--- config.mk ---
export PLATFORM = sky130hd
export DESIGN_NAME = alu_rotate_issue_flat
export DESIGN_NICKNAME = d
export VERILOG_FILES = /design/src/rtl/alu_pkg.sv /design/src/rtl/alu_rotate_issue_if.sv /design/src/rtl/alu_issue_fifo2.sv /design/src/rtl/alu_rotate_issue.sv /design/src/flat_wrapper.sv
export SDC_FILE = /design/constraint.sdc
export NUM_CORES = 1
export LEC_CHECK = 0
export CORE_UTILIZATION = 30
export DETAILED_ROUTE_END_ITERATION = 8
export MAX_ROUTING_LAYER = met4
export PLACE_DENSITY = 0.46
export SLEW_MARGIN = 20
export SYNTH_ARGS = -nofsm -noshare
export SYNTH_HDL_FRONTEND = slang
export SYNTH_SLANG_ARGS = --single-unit
export TNS_END_PERCENT = 30
--- constraint.sdc ---
create_clock -name clk -period 3.1 [get_ports clk]
set_input_delay 0.31 -clock clk [delete_from_list [all_inputs] [get_ports clk]]
set_output_delay 0.31 -clock clk [all_outputs]
set_load 0.02 [all_outputs]
--- src/rtl/alu_pkg.sv ---
// Shared types, widths and amount normalisation for the rotate issue stage.
package alu_pkg;

  localparam int ROT_W = 16;
  localparam int AMT_W = 4;

  typedef enum logic [1:0] {ACTIVE, SLEEP, WAKE} state_e;

  typedef struct packed {
    logic [ROT_W-1:0] data;
    logic [AMT_W-1:0] ctrl;
    logic             dir;
  } entry_t;

  // A right rotate by n equals a left rotate by (-n) mod 16.
  function automatic logic [AMT_W-1:0] rot_amt_to_left(input logic [AMT_W-1:0] amt,
                                                      input logic             dir);
    return dir ? (AMT_W'(0) - amt) : amt;
  endfunction

endpackage

--- src/rtl/alu_rotate_issue_if.sv ---
// Request and rotator-side signals of the rotate issue stage.
interface alu_rotate_issue_if;
  import alu_pkg::*;

  logic             in_valid;
  logic             in_ready;
  logic [ROT_W-1:0] in_data;
  logic [AMT_W-1:0] in_amt;
  logic             in_dir;
  logic             out_valid;
  logic             out_ready;
  logic [ROT_W-1:0] out_data;
  logic [AMT_W-1:0] out_ctrl;
  logic             out_dir;
  logic             gate_en;

  modport master (
    output in_valid, in_data, in_amt, in_dir, out_ready,
    input  in_ready, out_valid, out_data, out_ctrl, out_dir, gate_en
  );

  modport slave (
    input  in_valid, in_data, in_amt, in_dir, out_ready,
    output in_ready, out_valid, out_data, out_ctrl, out_dir, gate_en
  );

endinterface

--- src/rtl/alu_issue_fifo2.sv ---
// Two-entry FIFO whose head is a dedicated register that only changes on a transfer.
module alu_issue_fifo2
  import alu_pkg::*;
(
  input  logic   clk,
  input  logic   rst,
  input  logic   i_push,
  input  entry_t i_entry,
  input  logic   i_pop,
  output logic [1:0] o_count,
  output entry_t o_head
);

  entry_t     r_mem [2];
  entry_t     r_head;
  logic       r_wr_ptr;
  logic       r_rd_ptr;
  logic [1:0] r_count;

  entry_t     w_head_d;
  logic       w_rd_ptr_d;
  logic [1:0] w_count_d;

  always_comb begin
    w_rd_ptr_d = r_rd_ptr ^ i_pop;
    w_count_d  = r_count + {1'b0, i_push} - {1'b0, i_pop};
    w_head_d   = r_head;
    // Empty after this edge: keep the last head so the rotator inputs stay quiet.
    if (w_count_d != 2'd0) begin
      if (i_push && (w_rd_ptr_d == r_wr_ptr)) begin
        w_head_d = i_entry;
      end else begin
        w_head_d = r_mem[w_rd_ptr_d];
      end
    end
  end

  always_ff @(posedge clk or posedge rst) begin
    if (rst) begin
      r_mem    <= '{default: '0};
      r_head   <= '0;
      r_wr_ptr <= 1'b0;
      r_rd_ptr <= 1'b0;
      r_count  <= 2'd0;
    end else begin
      if (i_push) begin
        r_mem[r_wr_ptr] <= i_entry;
      end
      r_head   <= w_head_d;
      r_wr_ptr <= r_wr_ptr ^ i_push;
      r_rd_ptr <= w_rd_ptr_d;
      r_count  <= w_count_d;
    end
  end

  assign o_count = r_count;
  assign o_head  = r_head;

endmodule

--- src/rtl/alu_rotate_issue.sv ---
// Rotate operand issue stage: handshake, left-amount normalisation, FIFO and idle clock gating.
module alu_rotate_issue
  import alu_pkg::*;
#(
  parameter int unsigned IDLE_CYCLES = 8
) (
  input logic               clk,
  input logic               rst,
  alu_rotate_issue_if.slave io_bus
);

  localparam logic [7:0] IdleLast = 8'(IDLE_CYCLES - 1);

  state_e     r_state;
  state_e     w_state_d;
  logic [7:0] r_idle_cnt;
  logic [7:0] w_idle_cnt_d;
  logic       r_gate_en;
  logic [1:0] w_count;
  logic       w_push;
  logic       w_pop;
  logic       w_idle;
  entry_t     w_entry;
  entry_t     w_head;

  assign io_bus.in_ready  = (r_state == ACTIVE) && (w_count < 2'd2);
  assign io_bus.out_valid = (w_count != 2'd0);
  assign w_push           = io_bus.in_valid && io_bus.in_ready;
  assign w_pop            = io_bus.out_valid && io_bus.out_ready;
  assign w_idle           = (w_count == 2'd0) && !io_bus.in_valid;

  assign w_entry = '{data: io_bus.in_data,
                     ctrl: rot_amt_to_left(io_bus.in_amt, io_bus.in_dir),
                     dir:  io_bus.in_dir};

  alu_issue_fifo2 u_fifo (
    .clk     (clk),
    .rst     (rst),
    .i_push  (w_push),
    .i_entry (w_entry),
    .i_pop   (w_pop),
    .o_count (w_count),
    .o_head  (w_head)
  );

  assign io_bus.out_data = w_head.data;
  assign io_bus.out_ctrl = w_head.ctrl;
  assign io_bus.out_dir  = w_head.dir;
  assign io_bus.gate_en  = r_gate_en;

  always_comb begin
    w_state_d    = r_state;
    w_idle_cnt_d = r_idle_cnt;
    unique case (r_state)
      ACTIVE: begin
        if (!w_idle) begin
          w_idle_cnt_d = 8'd0;
        end else if (r_idle_cnt >= IdleLast) begin
          w_state_d    = SLEEP;
          w_idle_cnt_d = 8'd0;
        end else begin
          w_idle_cnt_d = r_idle_cnt + 8'd1;
        end
      end
      SLEEP: begin
        if (io_bus.in_valid) begin
          w_state_d = WAKE;
        end
      end
      WAKE:    w_state_d = ACTIVE;
      default: w_state_d = ACTIVE;
    endcase
  end

  always_ff @(posedge clk or posedge rst) begin
    if (rst) begin
      r_state    <= ACTIVE;
      r_idle_cnt <= 8'd0;
      r_gate_en  <= 1'b1;
    end else begin
      r_state    <= w_state_d;
      r_idle_cnt <= w_idle_cnt_d;
      r_gate_en  <= (w_state_d != SLEEP);
    end
  end

endmodule

--- src/flat_wrapper.sv ---
// flat-port wrapper written by rule: the top's interface ports become plain ports
module alu_rotate_issue_flat import alu_pkg::*;
#(
  parameter int unsigned IDLE_CYCLES = 8
)
  (clk, rst, io_bus_in_valid, io_bus_in_data, io_bus_in_amt, io_bus_in_dir, io_bus_out_ready, io_bus_in_ready, io_bus_out_valid, io_bus_out_data, io_bus_out_ctrl, io_bus_out_dir, io_bus_gate_en);
  alu_rotate_issue_if io_bus_i ();
  input logic clk;
  input logic rst;
  input wire logic [$bits(io_bus_i.in_valid)-1:0] io_bus_in_valid;
  input wire logic [$bits(io_bus_i.in_data)-1:0] io_bus_in_data;
  input wire logic [$bits(io_bus_i.in_amt)-1:0] io_bus_in_amt;
  input wire logic [$bits(io_bus_i.in_dir)-1:0] io_bus_in_dir;
  input wire logic [$bits(io_bus_i.out_ready)-1:0] io_bus_out_ready;
  output wire logic [$bits(io_bus_i.in_ready)-1:0] io_bus_in_ready;
  output wire logic [$bits(io_bus_i.out_valid)-1:0] io_bus_out_valid;
  output wire logic [$bits(io_bus_i.out_data)-1:0] io_bus_out_data;
  output wire logic [$bits(io_bus_i.out_ctrl)-1:0] io_bus_out_ctrl;
  output wire logic [$bits(io_bus_i.out_dir)-1:0] io_bus_out_dir;
  output wire logic [$bits(io_bus_i.gate_en)-1:0] io_bus_gate_en;
  assign io_bus_i.in_valid = io_bus_in_valid;
  assign io_bus_i.in_data = io_bus_in_data;
  assign io_bus_i.in_amt = io_bus_in_amt;
  assign io_bus_i.in_dir = io_bus_in_dir;
  assign io_bus_i.out_ready = io_bus_out_ready;
  assign io_bus_in_ready = io_bus_i.in_ready;
  assign io_bus_out_valid = io_bus_i.out_valid;
  assign io_bus_out_data = io_bus_i.out_data;
  assign io_bus_out_ctrl = io_bus_i.out_ctrl;
  assign io_bus_out_dir = io_bus_i.out_dir;
  assign io_bus_gate_en = io_bus_i.gate_en;
  alu_rotate_issue #(.IDLE_CYCLES(IDLE_CYCLES)) u_core (.clk(clk), .rst(rst), .io_bus(io_bus_i));
endmodule
[Word level (Yosys, flattened, before mapping)]
Cells that the tools add are included.
Word-level totals
  bits of input ports: 25
  word-level logic and storage cells: 56
  output and inout port bits: 24
  register bits after elaboration: 78
Operators by class
  eq/ne operators: 3
  bitwise logic cells: 4
  magnitude comparators: 5
  reduce and logical (&&, ||, !) cells: 11
  muxes and demuxes: 14
  $add $sub $neg: 4
Operator list (count)
  two-way mux 21 bit: 5
  bitwise mux 42 bit: 1
  demux 21 bit (select 1 bit): 1
  two-way mux 8 bit: 2
  adder 8 x 1 -> 8 bit, second input constant: 1
  >= comparator 8 x 3 -> 1 bit, second input constant: 1
  logical AND 1 bit: 6
  two-way mux 2 bit: 3
  >= comparator 2 bit, second input constant: 2
  logical NOT 2 bit: 2
  two-way mux 4 bit: 1
  NOT 1 -> 2 bit: 2
  one-hot mux 2 bit (2 select lines): 1
  nonzero test 2 bit: 2
  subtractor 1 x 4 -> 4 bit, first input constant: 1
  adder 2 x 1 -> 2 bit: 1
  == test 2 x 1 -> 1 bit, second input constant: 1
  less-than comparator 2 x 1 -> 1 bit, second input constant: 1
  less-than comparator 2 bit, second input constant: 1
  != test 2 x 1 -> 1 bit, second input constant: 1
  subtractor 2 x 1 -> 2 bit: 1
  XOR 1 bit: 2
  == test 1 bit: 1
  logical NOT 1 bit: 1

[Logic depth before layout (Yosys ltp)]
Gate-level depths: netlist (run 1).
  depth in word-level cells: 8
  mapped depth: 9
  mapped depth without buffers: 8

[By module]
From an unflattened synthesis (run 1), not the netlist that was laid out.
Second synthesis, totals
  cells, all modules: 307
  area, all modules: 3761.1 um^2
By module, submodules not included
  alu_issue_fifo2: cells each 253, instances 1, area an instance 3191.8 um^2
  alu_rotate_issue: cells each 54, instances 1, area an instance 569.3 um^2

[Worst setup path after synthesis (run 1)]
Ideal clock, no wire load.
  path type: flip-flop to flip-flop
  start: register u_core.u_fifo.r_count[1] (netlist: u_core.u_fifo.o_count[1])
  end: register u_core.u_fifo.r_mem[10] (netlist bit)
  cell stages (with the launch flop): 8
  data arrival time: 2.083 ns
  clock period less this slack: 2.208 ns
  buffers on the path: 2
  slack: 0.892 ns
  required time: 2.975 ns
  path through: dfrtp_1 -> nor3_2 -> nand2_1 -> inv_2 -> ha_1 -> clkbuf_1 -> clkbuf_1 -> mux2_2
On the way
  cells in the longest elaborated chain, start to end: 3
RTL lines
  from (decl): line alu_issue_fifo2.sv:18  | logic [1:0] r_count;
  from (signal assigned): line alu_issue_fifo2.sv:52  | r_count <= w_count_d;
  less-than comparator 2 bit: line alu_rotate_issue.sv:26  | assign io_bus.in_ready = (r_state == ACTIVE) && (w_count < 2'd2);
  logical AND 1 bit: line alu_rotate_issue.sv:26
  net io_bus_in_ready: line flat_wrapper.sv:15  | output wire logic [$bits(io_bus_i.in_ready)-1:0] io_bus_in_ready;
  logical AND 1 bit: line alu_rotate_issue.sv:28  | assign w_push = io_bus.in_valid && io_bus.in_ready;
  to (signal, indexed assignment): line alu_issue_fifo2.sv:47  | r_mem[r_wr_ptr] <= i_entry;
  to (decl): line alu_issue_fifo2.sv:14  | entry_t r_mem [2];
The timed path passes the listed nets, and every way through them passes these cells.
A chain may end at the register's enable or synchronous reset.

[Worst setup path after layout (run 1)]
  start: register u_core.u_fifo.r_count[1] (netlist: u_core.u_fifo.o_count[1])
  end: register u_core.u_fifo.r_head (netlist bit u_core.u_fifo.o_head[1])
On the way
  cells in the longest elaborated chain, start to end: 8
RTL lines
  branches (longest 8 deep; another with less-than comparator 2 bit)
  to (signal assigned): line alu_issue_fifo2.sv:49  | r_head <= w_head_d;
  to (decl): line alu_issue_fifo2.sv:15  | entry_t r_head;
Parallel ways; which one is timed is not known. The select of a mux whose other input is x is not followed.

==> results of run 1 <==
final cells by class:
class / count / area (um^2)
fillers: 1063 / 6530
flip-flops and latches: 78 / 1950
multi-input cells: 158 / 1390
repair buffers: 58 / 606
clock buffers: 9 / 225
well taps: 140 / 175
clock inverters: 7 / 113
inverters: 12 / 45.0
how the worst max path moves through the flow:
stage	startpoint	endpoint	slack [ns]	depth (start not counted)
6_report	u_core.u_fifo.o_count[1]	u_core.u_fifo.o_head[1]	0.92	9
3_3_place_gp	io_bus_out_ready	u_core.u_fifo.o_head[1]	0.65	10
3_5_place_dp	io_bus_out_ready	u_core.u_fifo.o_head[2]	0.64	10
4_1_cts	u_core.u_fifo.o_count[1]	u_core.u_fifo.o_head[1]	0.90	9
2_1_floorplan	rst	u_core.r_idle_cnt[0]	0.80	1
5_1_grt	u_core.u_fifo.o_count[1]	u_core.u_fifo.o_head[9]	0.77	9
cells in the mapped netlist, drive strengths merged:
cell type / count
nor3: 3
xnor2: 4
nand2b: 2
nand3: 1
mux2i: 22
o21a: 2
nor2: 12
o21ai: 4
dfstp: 1
dfrtp: 77
xor2: 2
mux2: 36
buf: 7
nor2b: 1
or3: 1
inv: 12
or2: 2
nor4: 1
a21oi: 25
nand4b: 1
and3b: 1
clkbuf: 8
o31ai: 1
xnor3: 1
nand2: 4
ha: 6
and2: 4
o32ai: 17
a221oi: 4
o2bb2ai: 1
metrics by stage:
| step | util (%) | setup WS (ns) |
|---|---|---|
| after floorplan | - | 0.797 |
| after global placement | 37.8 | 0.648 |
| after detailed placement | 37.8 | 0.641 |
| after CTS | 40.8 | 0.903 |
| after global routing | 40.8 | 0.774 |
| final | 40.8 | 0.921 |
power by group through the flow:
stage                     Sequential (mW)  Combinational, mW  Clock [mW]
final                                1.78               2.74        1.20
after detailed placement             1.80               2.78           0
after floorplan                      1.90               1.73           0
after global routing                 1.85               3.01        1.27
after CTS                            1.79               2.79        1.23
after global placement               1.80               2.76           0
kinds of logic (layout without fill, tap and decap cells):
logic type      after synthesis  count (layout)  synth area share, %
xor+xnor                      7               7                 3.16
fa+ha+maj                     6               6                 2.18
simple gates                 33              33                 4.97
flops                        78              78                 56.6
buf+inv                      27              86                 3.45
mux                          58              58                 18.1
compound gates               54              54                 11.5
routing by layer:
layer,vias to the layer above,track usage [%],wire length [um]
met5,-,-,0
met4,0,4.29,75
met3,6,4.78,304
met2,43,22.9,3530
met1,1147,19.0,3890
li1,1059,-,-
flip-flops by register name, summed over array words and instances (netlist names):
name	flops
u_core.io_bus.gate_en	1
u_core.r_idle_cnt	8
u_core.r_state	2
u_core.u_fifo.o_count	2
u_core.u_fifo.o_head	21
u_core.u_fifo.r_mem	42
u_core.u_fifo.r_rd_ptr	1
u_core.u_fifo.r_wr_ptr	1
layout by cell type, fill, tap and decap left out, types with 2 or more instances in the layout:
cell | synthesis | routed
buf_4 | 1 | 6
and2_1 | 4 | 4
ha_1 | 6 | 6
clkdlybuf4s50_1 | 0 | 48
buf_12 | 0 | 4
inv_1 | 11 | 10
clkinv_2 | 0 | 3
clkbuf_16 | 0 | 9
nor3_1 | 2 | 2
bufinv_16 | 0 | 3
xnor2_4 | 1 | 2
a221oi_2 | 4 | 4
nand2_1 | 4 | 4
mux2_2 | 36 | 36
o21ai_0 | 3 | 3
xor2_1 | 2 | 2
or2_1 | 2 | 2
nand2b_1 | 2 | 2
dfrtp_1 | 77 | 77
a21oi_1 | 25 | 25
nor2_1 | 12 | 12
o32ai_1 | 17 | 17
mux2i_1 | 22 | 22
inv_2 | 1 | 2
==> run_results.csv, run 1 <==
group,metric,value,unit
floorplan,die_area,0.0119,mm^2
logic_synthesis,synth_top_area_share,55.9,%
detailed_routing,ant_nets,0,
logic_synthesis,seq_area_frac_synth,56.6,%
sta,hold_slack,0.382,ns
sta,drv_slew,0,
global_route,grt.overflow.total,0,
worst_setup_path,cp_slowest_stage_delay,0.43,ns
clock_tree,cts.sinks,78,
clock_tree,cts_hold_buffers,0,
sta,tns,0,ns
clock_tree,clkTransAtPathRegs,0.06,ns
detailed_routing,drtIter0Drc,58,
clock_tree,cts_max_path_buffers,2,
sta,setup_viol,0,
detailed_routing,routedWlPerCell,16.9,um
worst_setup_path,r2r_start,"u_core.u_fifo.o_count[1]",
pwr,swShare,36.7,%
sta,slew_headroom,54.7,%
sta,hold_viol_final,0,
worst_setup_path,critPathKind,"reg -> reg",
logic_synthesis,netlist_area,0.00345,mm^2
floorplan,die_h,109,um
floorplan,pin_count,49,
worst_setup_path,crit_path_max_fanout,12,
global_route,track_usage,15.0,%
finish,antenna_cells,0,
pwr,p_int,3.62,mW
detailed_routing,via_per_inst,4.88,
worst_setup_path,crit_buf_inv,2,
floorplan,initial_core_util,31.3,%
pwr,clkPwrFrac,20.9,%
worst_setup_path,cp_slowest_cell,"dfrtp_1",
clock_tree,post_cts_buffers,0,
floorplan,die_x,109,um
placement,place_area,0.00417,mm^2
pwr,ir_drop,511,uV
global_route,antenna_found_initial,0,
clock_tree,cts_made_buffers,9,
pwr,leakagePower,1.92,nW
logic_synthesis,syn_inst,263,
clock_tree,cts_max_level,3,
detailed_routing,vias,2255,
job,maxCapViolations,0,
clock_tree,ctsResizeCount,0,
floorplan,core-area,0.0110,mm^2
worst_setup_path,cp.arrival,2.42,ns
pwr,power_density,1270,mW/mm^2
logic_synthesis,synth_area_leader_cell,"dfrtp_1",
global_route,grt_pass1_wl,12.8,mm
worst_setup_path,endpoint_kind,"flip-flop",
logic_synthesis,synth.distinct_cells,38,
finish,final_cells,462,
pwr,pwr-share-seq,31.2,%
finish,area_growth,30.6,%
placement,gp_congestion,0.715,
finish,drive_gt1_share,23.3,%
placement,dp.cells,446,
finish,final_area,0.00451,mm^2
worst_setup_path,rrSetupSlack,0.92,ns
sta,worstMarginPinSlew,0.679,ns
global_route,grt_start_max_net_pins,36,
logic_synthesis,synth.avg_cell_area,13.1,um^2
worst_setup_path,crit_chain,"o21a_4 -> ha_1 -> inv_1 -> ha_1 -> xnor3_1 -> nand2b_1 -> o21a_1 -> buf_4 -> a221oi_2",
worst_setup_path,cp-start-kind,"flip-flop",
clock_tree,cts_tree,"built",
logic_synthesis,syn-num-nets,294,
detailed_routing,drcViolationCount,0,
worst_setup_path,cp.required,3.34,ns
placement,port-buffer-count,48,
sta,skew,0.00543,ns
placement,dp_hpwl,5.02,mm
clock_tree,cts_root_buffer,"clkbuf_16",
global_route,grt_pass1_vias,2424,
sta,fin_crit,2.18,ns
logic_synthesis,yosysWarnings,0,
worst_setup_path,cp_common_cell,"ha_1",
detailed_routing,routed_wl,7.80,mm
detailed_routing,first_pass_iters,4,
logic_synthesis,ys_ff_latch,78,
finish,fin_nets,348,
sta,rsz0062_at_grt,"no",
run_status,status,"finished, final reports clean",
worst_setup_path,cpLargestDelayFamily,"compound AO/OA/AOI/OAI gates",
clock_tree,clk_latency,0.33,ns
min_path,hp-class,"in -> async",
sta,max_freq,459,MHz
logic_synthesis,synthTopCellsByArea,"dfrtp_1 (56%), mux2_2 (12%), mux2i_1 (6.4%)",
pwr,p_total,5.72,mW
sta,min_period_over_period,70.3,%
pwr,p_switching,2.10,mW
pwr,combPwrFrac,48.0,%
worst_setup_path,rr_endpoint,"u_core.u_fifo.o_head[1]",
floorplan,num_rows,38,
worst_setup_path,rr_worst_depth,9,
Note: power is estimated with default switching activity, not from simulation.
==> run 2: changes to the inputs <==
--- a/config.mk
+++ b/config.mk
@@ -8,7 +8,7 @@
 export CORE_UTILIZATION = 30
 export DETAILED_ROUTE_END_ITERATION = 8
 export MAX_ROUTING_LAYER = met4
-export PLACE_DENSITY = 0.46
+export PLACE_DENSITY = 0.48
 export SLEW_MARGIN = 20
 export SYNTH_ARGS = -nofsm -noshare
 export SYNTH_HDL_FRONTEND = slang
==> constraint.sdc (replaced) <==
create_clock -name clk -period 1.9 [get_ports clk]
set_input_delay 0.19 -clock clk [delete_from_list [all_inputs] [get_ports clk]]
set_output_delay 0.19 -clock clk [all_outputs]
set_load 0.02 [all_outputs]
==> run 2 against run 1 <==
- the run now ends with negative setup slack left
- via count rose by 3.8%
- register-to-register slack got worse by 1.0 ns
- critical path depth rose by 1
- global-route usage rose by 0.51 points
- worst hold slack got worse by 0.073 ns
- sequential power rose by 64%
- routed wire length rose by 3.8%
- clock skew rose by 0.0028 ns
- cell count rose by 4.3%
- worst setup slack got worse by 1.0 ns
- sequential cell count did not move
- largest power group unchanged
==> run_results.csv, run 2 (synthesis gave the netlist of run 1 again) <==
group,metric,value,unit
worst_setup_path,r2r_start,"u_core.u_fifo.o_count[0]",
global_route,grt_start_max_net_pins,79,
sta,setup_viol,21,
sta,hold_viol_final,0,
floorplan,die_area,0.0119,mm^2
floorplan,die_x,109,um
run_status,status,"finished with violations",
clock_tree,cts_root_buffer,"clkbuf_16",
pwr,combPwrFrac,56.6,%
detailed_routing,routed_wl,8.10,mm
floorplan,num_rows,38,
global_route,grt_pass1_vias,2524,
clock_tree,cts_hold_buffers,0,
pwr,p_total,10.3,mW
sta,tns,-1.97,ns
pwr,pwr-share-seq,28.3,%
sta,fin_crit,2.00,ns
pwr,power_density,2140,mW/mm^2
pwr,clkPwrFrac,15.2,%
worst_setup_path,endpoint_kind,"flip-flop",
detailed_routing,ant_nets,0,
finish,final_util,43.7,%
pwr,leakagePower,2.03,nW
floorplan,die_h,109,um
finish,final_area,0.00482,mm^2
pwr,ir_drop,999,uV
min_path,hp-class,"in -> async",
worst_setup_path,rr_worst_depth,10,
finish,antenna_cells,0,
sta,slew_headroom,71.0,%
placement,dp_hpwl,5.00,mm
detailed_routing,vias,2341,
detailed_routing,first_pass_iters,4,
floorplan,initial_core_util,31.3,%
floorplan,core-area,0.0110,mm^2
worst_setup_path,rrSetupSlack,-0.10,ns
placement,port-buffer-count,48,
global_route,grt.overflow.total,0,
clock_tree,cts_max_level,3,
pwr,p_int,6.47,mW
worst_setup_path,cp-start-kind,"flip-flop",
finish,mostFrequentLayoutCell,"dfrtp_1",
clock_tree,cts_max_path_buffers,2,
detailed_routing,via_per_inst,4.86,
pwr,p_switching,3.86,mW
sta,rsz0062_at_grt,"yes",
run_status,violations,"negative setup slack",
finish,seqCellArea,0.00195,mm^2
sta,worstMarginPinSlew,0.435,ns
finish,final_cell_mix,"dfrtp_1 (77), clkdlybuf4s50_1 (46), mux2_2 (35), a21oi_1 (24), mux2i_1 (22)",
clock_tree,clkTransAtPathRegs,0.06,ns
sta,setup_ws,-0.105,ns
finish,largest-register,"u_core.u_fifo.r_mem",
sta,drv_slew,0,
worst_setup_path,cp-startpoint,"u_core.u_fifo.o_count[0]",
placement,pre_cts_ws,-0.387,ns
finish,fillers,1069,
detailed_routing,routedWlPerCell,16.8,um
finish,multi_input_area,0.00151,mm^2
finish,area_growth,39.6,%
finish,drive_gt1_share,33.0,%
sta,skew,0.00825,ns
worst_setup_path,crit_path_max_fanout,17,
job,maxCapViolations,0,
worst_setup_path,critPathKind,"reg -> reg",
clock_tree,cts.sinks,78,
floorplan,pin_count,49,
pwr,swShare,37.3,%
sta,min_period_over_period,106,%
global_route,grt_pass1_wl,13.3,mm
finish,largest_reg_flops,42,
worst_setup_path,cp.required,2.16,ns
global_route,antenna_found_initial,0,
global_route,track_usage,15.5,%
worst_setup_path,cp.arrival,2.27,ns
finish,fin_nets,369,
clock_tree,cts_made_buffers,9,
worst_setup_path,rr_endpoint,"u_core.u_fifo.o_head[19]",
detailed_routing,drcViolationCount,0,
placement,place_area,0.00429,mm^2
detailed_routing,drtIter0Drc,72,
placement,gp_congestion,0.735,
clock_tree,cts_tree,"built",
sta,max_freq,499,MHz
clock_tree,clk_latency,0.34,ns
## run 2: changes by cell type in the layout (fill, tap and decap cells not counted), sizes merged
cell           delta
clkbuf            +2
bufinv            -3
clkdlybuf4s50     -2
inv               -1
clkinvlp          +2
buf              +21
dlymetal6s2s      +1
## run 2: metrics by stage
stage | std cells | hold WS [ns]
after CTS | 482 | 0.332
final | 482 | 0.309
after detailed placement | 459 | 0.471
after global routing | 482 | 0.367
after global placement | 459 | 0.470
after floorplan | 263 | 0.263
## run 2: timing repair
item / CTS / global route
gates resized for setup: 13 / 26
hold endpoints to repair: 0 / 0
setup buffers: 7 / 1
pin swaps: 4 / 3
gates cloned: 1 / 1
endpoints found under the setup margin: 22 / 58
## run 2: worst max-delay path by stage
| stage | end | slack (ns) |
|---|---|---|
| 6_report | u_core.u_fifo.o_head[19] | -0.10 |
| 5_1_grt | u_core.u_fifo.o_head[14] | -0.23 |
| 4_1_cts | u_core.u_fifo.o_head[4] | -0.20 |
| 3_5_place_dp | u_core.u_fifo.o_head[13] | -0.39 |
| 3_3_place_gp | u_core.u_fifo.o_head[11] | -0.32 |
| 2_1_floorplan | u_core.u_fifo.o_head[10] | -0.23 |
## run 2: cell type report
cell class	instances	area share (%)
sequential	78	40.6
multi-input combinational	158	31.4
timing repair buffer	79	17.8
clock buffer	10	4.75
tap	140	3.64
inverter	12	1.07
clock inverter	5	0.779
## run 2: worst max-delay path, stage by stage (launching register included)
cell	delay, ns
dfrtp_1	0.39
o21a_4	0.23
ha_4	0.25
inv_2	0.04
ha_4	0.15
buf_4	0.13
xor2_2	0.14
o21ai_2	0.20
buf_12	0.20
o32ai_2	0.09
a21oi_2	0.12
## run 2: power by group through the flow
stage                     Combinational [mW]  Sequential, mW  Clock [mW]
after CTS                               5.57            2.90        1.62
after global placement                  4.80            2.92           0
after detailed placement                4.87            2.92           0
after floorplan                         2.85            3.10           0
after global routing                    6.34            3.03        1.69
final                                   5.84            2.92        1.57
## run 2: layer usage
metal  GRT usage, %  wire [um]
met5              -          0
met1           19.8       3850
met3           4.00        336
met4           5.33        106
met2           23.7       3800
